## src/rtl/roulette_pkg.sv

```systemverilog
// Shared definitions for the roulette bet ledger: opcode defaults, the
// round-state encoding and the slot entry width helper.
package roulette_pkg;

  localparam logic [5:0] SPIN_CODE_DEF  = 6'b111110;
  localparam logic [5:0] CLEAR_CODE_DEF = 6'b111111;
  localparam int         NO_CHIP        = 0;

  typedef enum logic [1:0] {
    OPEN,
    SPIN,
    PAYOUT
  } round_state_t;

  // A slot entry is {chip_color, bet_opcode}.
  function automatic int entry_w(input int chip_w, input int opcode_w);
    return chip_w + opcode_w;
  endfunction

endpackage

```

## src/rtl/bet_ledger_if.sv

```systemverilog
// Keyboard/round handshake and flattened slot bus between the ledger and its
// surroundings (keyboard decoder, wheel controller, payout processor).
interface bet_ledger_if #(
  parameter int NUM_SLOTS = 12,
  parameter int OPCODE_W  = 6,
  parameter int CHIP_W    = 3
);
  localparam int ENTRY_W = roulette_pkg::entry_w(CHIP_W, OPCODE_W);
  localparam int CNT_W   = $clog2(NUM_SLOTS + 1);

  logic                         key_strobe;
  logic [OPCODE_W-1:0]          key_opcode;
  logic [CHIP_W-1:0]            chip_color;
  logic                         spin_ack;
  logic                         payout_done;
  logic [NUM_SLOTS*ENTRY_W-1:0] bets_flat;
  logic [NUM_SLOTS-1:0]         valid_mask;
  logic [CNT_W-1:0]             bet_count;
  logic                         full;
  logic                         spin_req;
  logic                         locked;
  logic                         accept_pulse;
  logic                         reject_pulse;

  modport master (
    output key_strobe, key_opcode, chip_color, spin_ack, payout_done,
    input  bets_flat, valid_mask, bet_count, full, spin_req, locked,
           accept_pulse, reject_pulse
  );

  modport slave (
    input  key_strobe, key_opcode, chip_color, spin_ack, payout_done,
    output bets_flat, valid_mask, bet_count, full, spin_req, locked,
           accept_pulse, reject_pulse
  );
endinterface

```

## src/rtl/bet_slot_lookup.sv

```systemverilog
// Combinational slot search: which valid slots already hold the key opcode,
// and the lowest-index free slot.
module bet_slot_lookup #(
  parameter int NUM_SLOTS = 12,
  parameter int OPCODE_W  = 6,
  parameter int IDX_W     = $clog2(NUM_SLOTS)
) (
  input  logic [NUM_SLOTS-1:0][OPCODE_W-1:0] slot_ops,
  input  logic [NUM_SLOTS-1:0]               slot_valid,
  input  logic [OPCODE_W-1:0]                key_opcode,
  output logic [NUM_SLOTS-1:0]               match_vec,
  output logic [IDX_W-1:0]                   hit_idx,
  output logic [IDX_W-1:0]                   free_idx,
  output logic                               any_free
);

  for (genvar gi = 0; gi < NUM_SLOTS; gi++) begin : g_match
    assign match_vec[gi] = slot_valid[gi] && (slot_ops[gi] == key_opcode);
  end

  // Scanning downward lets the lowest index win; opcodes are unique so at
  // most one match bit is ever set anyway.
  always_comb begin
    hit_idx  = '0;
    free_idx = '0;
    for (int i = NUM_SLOTS - 1; i >= 0; i--) begin
      if (match_vec[i])   hit_idx  = IDX_W'(i);
      if (!slot_valid[i]) free_idx = IDX_W'(i);
    end
  end

  assign any_free = ~&slot_valid;

endmodule

```

## src/rtl/bet_ledger.sv

```systemverilog
// Bet ledger: single-event keystroke capture, repeat-bet merging and the
// OPEN/SPIN/PAYOUT round sequence over NUM_SLOTS {colour, opcode} slots.
module bet_ledger
  import roulette_pkg::*;
#(
  parameter int                  NUM_SLOTS  = 12,
  parameter int                  OPCODE_W   = 6,
  parameter int                  CHIP_W     = 3,
  parameter logic [OPCODE_W-1:0] SPIN_CODE  = SPIN_CODE_DEF,
  parameter logic [OPCODE_W-1:0] CLEAR_CODE = CLEAR_CODE_DEF
) (
  input logic          clock,
  input logic          reset,
  bet_ledger_if.slave  bus
);
  localparam int ENTRY_W = entry_w(CHIP_W, OPCODE_W);
  localparam int CNT_W   = $clog2(NUM_SLOTS + 1);
  localparam int IDX_W   = $clog2(NUM_SLOTS);

  round_state_t                       state_reg, state_next;
  logic [NUM_SLOTS-1:0][OPCODE_W-1:0] op_reg, op_next;
  logic [NUM_SLOTS-1:0][CHIP_W-1:0]   col_reg, col_next;
  logic [NUM_SLOTS-1:0]               valid_reg, valid_next;
  logic [CNT_W-1:0]                   count_reg, count_next;
  logic                               strobe_prev_reg;
  logic                               accept_reg, accept_next;
  logic                               reject_reg, reject_next;

  logic                 key_event;
  logic [NUM_SLOTS-1:0] match_vec;
  logic [IDX_W-1:0]     hit_idx, free_idx;
  logic                 any_free;

  assign key_event = bus.key_strobe && !strobe_prev_reg;

  bet_slot_lookup #(
    .NUM_SLOTS(NUM_SLOTS),
    .OPCODE_W (OPCODE_W),
    .IDX_W    (IDX_W)
  ) u_lookup (
    .slot_ops  (op_reg),
    .slot_valid(valid_reg),
    .key_opcode(bus.key_opcode),
    .match_vec (match_vec),
    .hit_idx   (hit_idx),
    .free_idx  (free_idx),
    .any_free  (any_free)
  );

  always_ff @(posedge clock or negedge reset) begin
    if (!reset) begin
      state_reg       <= OPEN;
      op_reg          <= '0;
      col_reg         <= '0;
      valid_reg       <= '0;
      count_reg       <= '0;
      strobe_prev_reg <= 1'b0;
      accept_reg      <= 1'b0;
      reject_reg      <= 1'b0;
    end else begin
      state_reg       <= state_next;
      op_reg          <= op_next;
      col_reg         <= col_next;
      valid_reg       <= valid_next;
      count_reg       <= count_next;
      strobe_prev_reg <= bus.key_strobe;
      accept_reg      <= accept_next;
      reject_reg      <= reject_next;
    end
  end

  always_comb begin
    state_next  = state_reg;
    op_next     = op_reg;
    col_next    = col_reg;
    valid_next  = valid_reg;
    count_next  = count_reg;
    accept_next = 1'b0;
    reject_next = 1'b0;
    case (state_reg)
      OPEN: begin
        if (key_event) begin
          if (bus.key_opcode == CLEAR_CODE) begin
            op_next     = '0;
            col_next    = '0;
            valid_next  = '0;
            count_next  = '0;
            accept_next = 1'b1;
          end else if (bus.key_opcode == SPIN_CODE) begin
            if (count_reg != '0) begin
              state_next  = SPIN;
              accept_next = 1'b1;
            end else begin
              reject_next = 1'b1;
            end
          end else if (bus.chip_color == CHIP_W'(NO_CHIP)) begin
            reject_next = 1'b1;
          end else if (|match_vec) begin
            col_next[hit_idx] = bus.chip_color;
            accept_next       = 1'b1;
          end else if (any_free) begin
            op_next[free_idx]    = bus.key_opcode;
            col_next[free_idx]   = bus.chip_color;
            valid_next[free_idx] = 1'b1;
            count_next           = count_reg + CNT_W'(1);
            accept_next          = 1'b1;
          end else begin
            reject_next = 1'b1;
          end
        end
      end
      SPIN: begin
        if (bus.spin_ack) state_next = PAYOUT;
        reject_next = key_event;
      end
      PAYOUT: begin
        // Slots stay frozen until the processor signals it has consumed them.
        if (bus.payout_done) begin
          op_next    = '0;
          col_next   = '0;
          valid_next = '0;
          count_next = '0;
          state_next = OPEN;
        end
        reject_next = key_event;
      end
      default: state_next = OPEN;
    endcase
  end

  for (genvar gi = 0; gi < NUM_SLOTS; gi++) begin : g_flat
    assign bus.bets_flat[gi*ENTRY_W +: ENTRY_W] =
      valid_reg[gi] ? {col_reg[gi], op_reg[gi]} : {ENTRY_W{1'b0}};
  end

  assign bus.valid_mask   = valid_reg;
  assign bus.bet_count    = count_reg;
  assign bus.full         = (count_reg == CNT_W'(NUM_SLOTS));
  assign bus.spin_req     = (state_reg == SPIN);
  assign bus.locked       = (state_reg == SPIN) || (state_reg == PAYOUT);
  assign bus.accept_pulse = accept_reg;
  assign bus.reject_pulse = reject_reg;

endmodule

```

## src/flat_wrapper.sv

```systemverilog
// flat-port wrapper written by rule: the top's interface ports become plain ports
module bet_ledger_flat import roulette_pkg::*;
#(
  parameter int                  NUM_SLOTS  = 12,
  parameter int                  OPCODE_W   = 6,
  parameter int                  CHIP_W     = 3,
  parameter logic [OPCODE_W-1:0] SPIN_CODE  = SPIN_CODE_DEF,
  parameter logic [OPCODE_W-1:0] CLEAR_CODE = CLEAR_CODE_DEF
)
  (clock, reset, bus_key_strobe, bus_key_opcode, bus_chip_color, bus_spin_ack, bus_payout_done, bus_bets_flat, bus_valid_mask, bus_bet_count, bus_full, bus_spin_req, bus_locked, bus_accept_pulse, bus_reject_pulse);
  bet_ledger_if #(.NUM_SLOTS(NUM_SLOTS), .OPCODE_W(OPCODE_W), .CHIP_W(CHIP_W)) bus_i ();
  input logic clock;
  input logic reset;
  input wire logic [$bits(bus_i.key_strobe)-1:0] bus_key_strobe;
  input wire logic [$bits(bus_i.key_opcode)-1:0] bus_key_opcode;
  input wire logic [$bits(bus_i.chip_color)-1:0] bus_chip_color;
  input wire logic [$bits(bus_i.spin_ack)-1:0] bus_spin_ack;
  input wire logic [$bits(bus_i.payout_done)-1:0] bus_payout_done;
  output wire logic [$bits(bus_i.bets_flat)-1:0] bus_bets_flat;
  output wire logic [$bits(bus_i.valid_mask)-1:0] bus_valid_mask;
  output wire logic [$bits(bus_i.bet_count)-1:0] bus_bet_count;
  output wire logic [$bits(bus_i.full)-1:0] bus_full;
  output wire logic [$bits(bus_i.spin_req)-1:0] bus_spin_req;
  output wire logic [$bits(bus_i.locked)-1:0] bus_locked;
  output wire logic [$bits(bus_i.accept_pulse)-1:0] bus_accept_pulse;
  output wire logic [$bits(bus_i.reject_pulse)-1:0] bus_reject_pulse;
  assign bus_i.key_strobe = bus_key_strobe;
  assign bus_i.key_opcode = bus_key_opcode;
  assign bus_i.chip_color = bus_chip_color;
  assign bus_i.spin_ack = bus_spin_ack;
  assign bus_i.payout_done = bus_payout_done;
  assign bus_bets_flat = bus_i.bets_flat;
  assign bus_valid_mask = bus_i.valid_mask;
  assign bus_bet_count = bus_i.bet_count;
  assign bus_full = bus_i.full;
  assign bus_spin_req = bus_i.spin_req;
  assign bus_locked = bus_i.locked;
  assign bus_accept_pulse = bus_i.accept_pulse;
  assign bus_reject_pulse = bus_i.reject_pulse;
  bet_ledger #(.NUM_SLOTS(NUM_SLOTS), .OPCODE_W(OPCODE_W), .CHIP_W(CHIP_W), .SPIN_CODE(SPIN_CODE), .CLEAR_CODE(CLEAR_CODE)) u_core (.clock(clock), .reset(reset), .bus(bus_i));
endmodule
```

## config.mk

```make
export PLATFORM = sky130hd
export DESIGN_NAME = bet_ledger_flat
export DESIGN_NICKNAME = d
export VERILOG_FILES = /design/src/rtl/roulette_pkg.sv /design/src/rtl/bet_ledger_if.sv /design/src/rtl/bet_slot_lookup.sv /design/src/rtl/bet_ledger.sv /design/src/flat_wrapper.sv
export SDC_FILE = /design/constraint.sdc
export NUM_CORES = 1
export LEC_CHECK = 0
export ABC_AREA = 1
export CAP_MARGIN = 25
export CORE_MARGIN = 2
export CORE_UTILIZATION = 25
export DETAILED_ROUTE_END_ITERATION = 10
export PLACE_DENSITY = 0.5
export SETUP_SLACK_MARGIN = 0.05
export SYNTH_ARGS = -nofsm -noshare
export SYNTH_HDL_FRONTEND = slang
export SYNTH_SLANG_ARGS = --single-unit
export TNS_END_PERCENT = 50
```

## constraint.sdc

```tcl
create_clock -name clock -period 3.7 [get_ports clock]
set_clock_uncertainty 0.15 [all_clocks]
set_input_delay 0.555 -clock clock [delete_from_list [all_inputs] [get_ports clock]]
set_output_delay 0.555 -clock clock [all_outputs]
set_load 0.005 [all_outputs]
```

==> flow_metrics.env <==
export IMPL_yosysWarningCount=0
export IMPL_rr_worst_depth=18
export IMPL_ys_seq_elements=129
export IMPL_cellPowerDensity_mw_per_mm2=779
export IMPL_tightest_slew_ns=0.842
export IMPL_n_fill_cell=3375
export IMPL_dieArea_mm2=0.0335
export IMPL_cts_sinks=129
export IMPL_syn_to_final_growth_pct=34.6
export IMPL_core_area_mm2=0.0316
export IMPL_cts_htree_levels=4
export IMPL_worstSkewPairLatency_ns=0.43
export IMPL_critPathBufInv=7
export IMPL_cts_root_buf="clkbuf_16"
export IMPL_postRouteAntennaNets=0
export IMPL_die_w_um=183
export IMPL_cts_clk_slew_worst_paths_ns=0.06
export IMPL_syn_area_mm2=0.00802
export IMPL_drt_iter0_drc=777
export IMPL_netlist_instances=1125
export IMPL_min_delay_path_depth=1
export IMPL_synth_area_leaders="dfrtp_1, nand2_1, inv_1"
export IMPL_drive_above_1_share_pct=10.5
export IMPL_cpMaxStageDelayCell="clkdlybuf4s50_1"
export IMPL_avgSynthCellArea_um2=7.13
export IMPL_path_cells="clkdlybuf4s50_1, inv_2, buf_4, nor2_1, nor3_1, nand3_1, nand3b_1, nand2_1, nor2_1, inv_2, nor2_4, inv_2, nand2_2, nand3_4, inv_4, buf_12, nand3_1, nand2_1, o22ai_1"
export IMPL_setup_tns_ns=0
export IMPL_rsz0062_at_grt="no"
export IMPL_setup_worst_path_end_class="flop"
export IMPL_diodes=0
export IMPL_synth_cell_types=46
export IMPL_overflow=0
export IMPL_layout_nets=1316
export IMPL_syn_nets=1145
export IMPL_final_core_util_pct=34.2
export IMPL_slowest_delay_ns=0.53
export IMPL_required_ns=3.84
export IMPL_final_common_cell="nand2_1"
export IMPL_yosys_area_top_type="dfrtp_1"
export IMPL_postCtsSetupBuffers=0
export IMPL_hp_class="flop to flop"
export IMPL_yosysTopAreaCellShare_pct=40.2
export IMPL_status="finished, final reports clean"
export IMPL_cts_tree="yes"
export IMPL_arrival_ns=3.44
export IMPL_dr_total_vias=8328
export IMPL_gp_congestion=0.876
export IMPL_critPathKind="primary input to flop"
export IMPL_cp_max_fo=12
export IMPL_clockBufferDepth=2
export IMPL_grt_pass1_vias=8210
export IMPL_initial_core_util_pct=25.4
export IMPL_post_drt_wl_per_cell_um=17.9
export IMPL_final_cell_mix="nand2_1, inv_1, clkdlybuf4s50_1, dfrtp_1, nand3_1"
export IMPL_cts_buffers=17
export IMPL_finalCriticalPeriod_ns=3.29
export IMPL_max_cap_violations=0
export IMPL_antenna_found_initial=0
export IMPL_crit_cells=19
export IMPL_critical_path_top_delay_family="simple AND/OR/NAND/NOR gates"
export IMPL_portBuffers=142
export IMPL_grt_max_degree=61
export IMPL_synth_seq_area_share_pct=40.2
export IMPL_hpwl_um=23100
export IMPL_via_per_inst=4.87
export IMPL_p_leak_nw=5.68
export IMPL_fin_crit_sh_pct=89.0
export IMPL_grt_pass1_wl_um=47500
export IMPL_num_rows=65
export IMPL_slew_headroom_pct=43.7
export IMPL_drc=0
export IMPL_startpoint_type="primary input"
export IMPL_holdWs_ns=0.277
export IMPL_worst_path_most_repeated_cell="inv_2"
export IMPL_dr_pass1_iters=5
export IMPL_die_y_um=183
export IMPL_finalWirelength_um=30700
export IMPL_vdd_drop_max_uv=327
export IMPL_setup_violations=0
export IMPL_hold_viol=0
export IMPL_largest_reg_flops=72
export IMPL_slew_violations=0
export IMPL_grt_use_total_pct=18.7
export IMPL_timing_fmax_mhz=304
export IMPL_io_pins=143
==> synth_stat cells, drive strengths merged <==
library cell / number
nand3: 88
xor2: 7
o2111ai: 10
o31ai: 1
a31o: 1
nand2: 320
a211o: 1
o211ai: 17
nor3: 23
nor4: 5
nor2: 70
nand4: 13
nor3b: 1
inv: 221
o21ai: 53
a211oi: 2
o21a: 3
xnor2: 6
a31oi: 3
clkbuf: 15
ha: 6
a21oi: 29
o22ai: 65
buf: 32
nand3b: 4
dfrtp: 129
==> cell families after synthesis <==
group,Yosys count,share of synthesized area [%]
compound gates,185,14.1
flops,129,40.2
fa+ha+maj,6,0.936
buf+inv,268,13.5
xor+xnor,13,1.42
simple gates,524,29.8
==> final timing paths <==
kind | end | startpoint | slack [ns]
max | u_core.op_reg[33] | bus_key_opcode[1] | 0.41
min | u_core.bus.accept_pulse | u_core.strobe_prev_reg | 0.28
max reg2reg | u_core.op_reg[33] | u_core.bus.valid_mask[9] | 0.54
min reg2reg | u_core.bus.accept_pulse | u_core.strobe_prev_reg | 0.28
max in group asynchronous | u_core.op_reg[42] | reset | 2.03
min in group asynchronous | u_core.col_reg[12] | reset | 0.50
==> layer usage <==
layer / wire (µm) / global-route usage, % / vias up / share of wire, %
li1: - / - / 3954 / -
met1: 14200 / 25.5 / 3984 / 46
met2: 14100 / 30.2 / 347 / 46
met3: 1800 / 3.46 / 43 / 5.9
met4: 529 / 5.22 / 0 / 1.7
met5: 0 / 0 / - / 0
==> layout make-up <==
class	instances	area, µm²	area share, %
inverters	221	832	7.71
well taps	402	503	4.66
clock buffers	19	443	4.10
repair buffers	199	1900	17.6
clock inverters	13	185	1.71
flip-flops and latches	129	3230	29.9
multi-input cells	728	3710	34.3
==> power by group <==
group          internal [W]  switching, W
logic               0.00162       0.00240
registers           0.00197      0.000591
clock network       0.00115      0.000679
==> what timing repair did <==
| item | in CTS | in global routing |
|---|---|---|
| gates resized for setup | 0 | 0 |
| hold buffers | 1 | 0 |
| endpoints found under the hold margin | 36 | 0 |
==> stage by stage <==
step | cells | power, W | setup slack, ns | cell area (µm²)
2_1_floorplan | 1125 | 0.00469 | 1.05 | 8020
3_3_place_gp | 1678 | 0.00656 | 0.145 | 10200
3_5_place_dp | 1678 | 0.00657 | 0.0644 | 10200
4_1_cts | 1711 | 0.00843 | 0.507 | 10800
5_1_grt | 1711 | 0.00901 | 0.219 | 10800
6_report | 1711 | 0.00841 | 0.407 | 10800
Note: power is estimated with default switching activity, not from simulation.
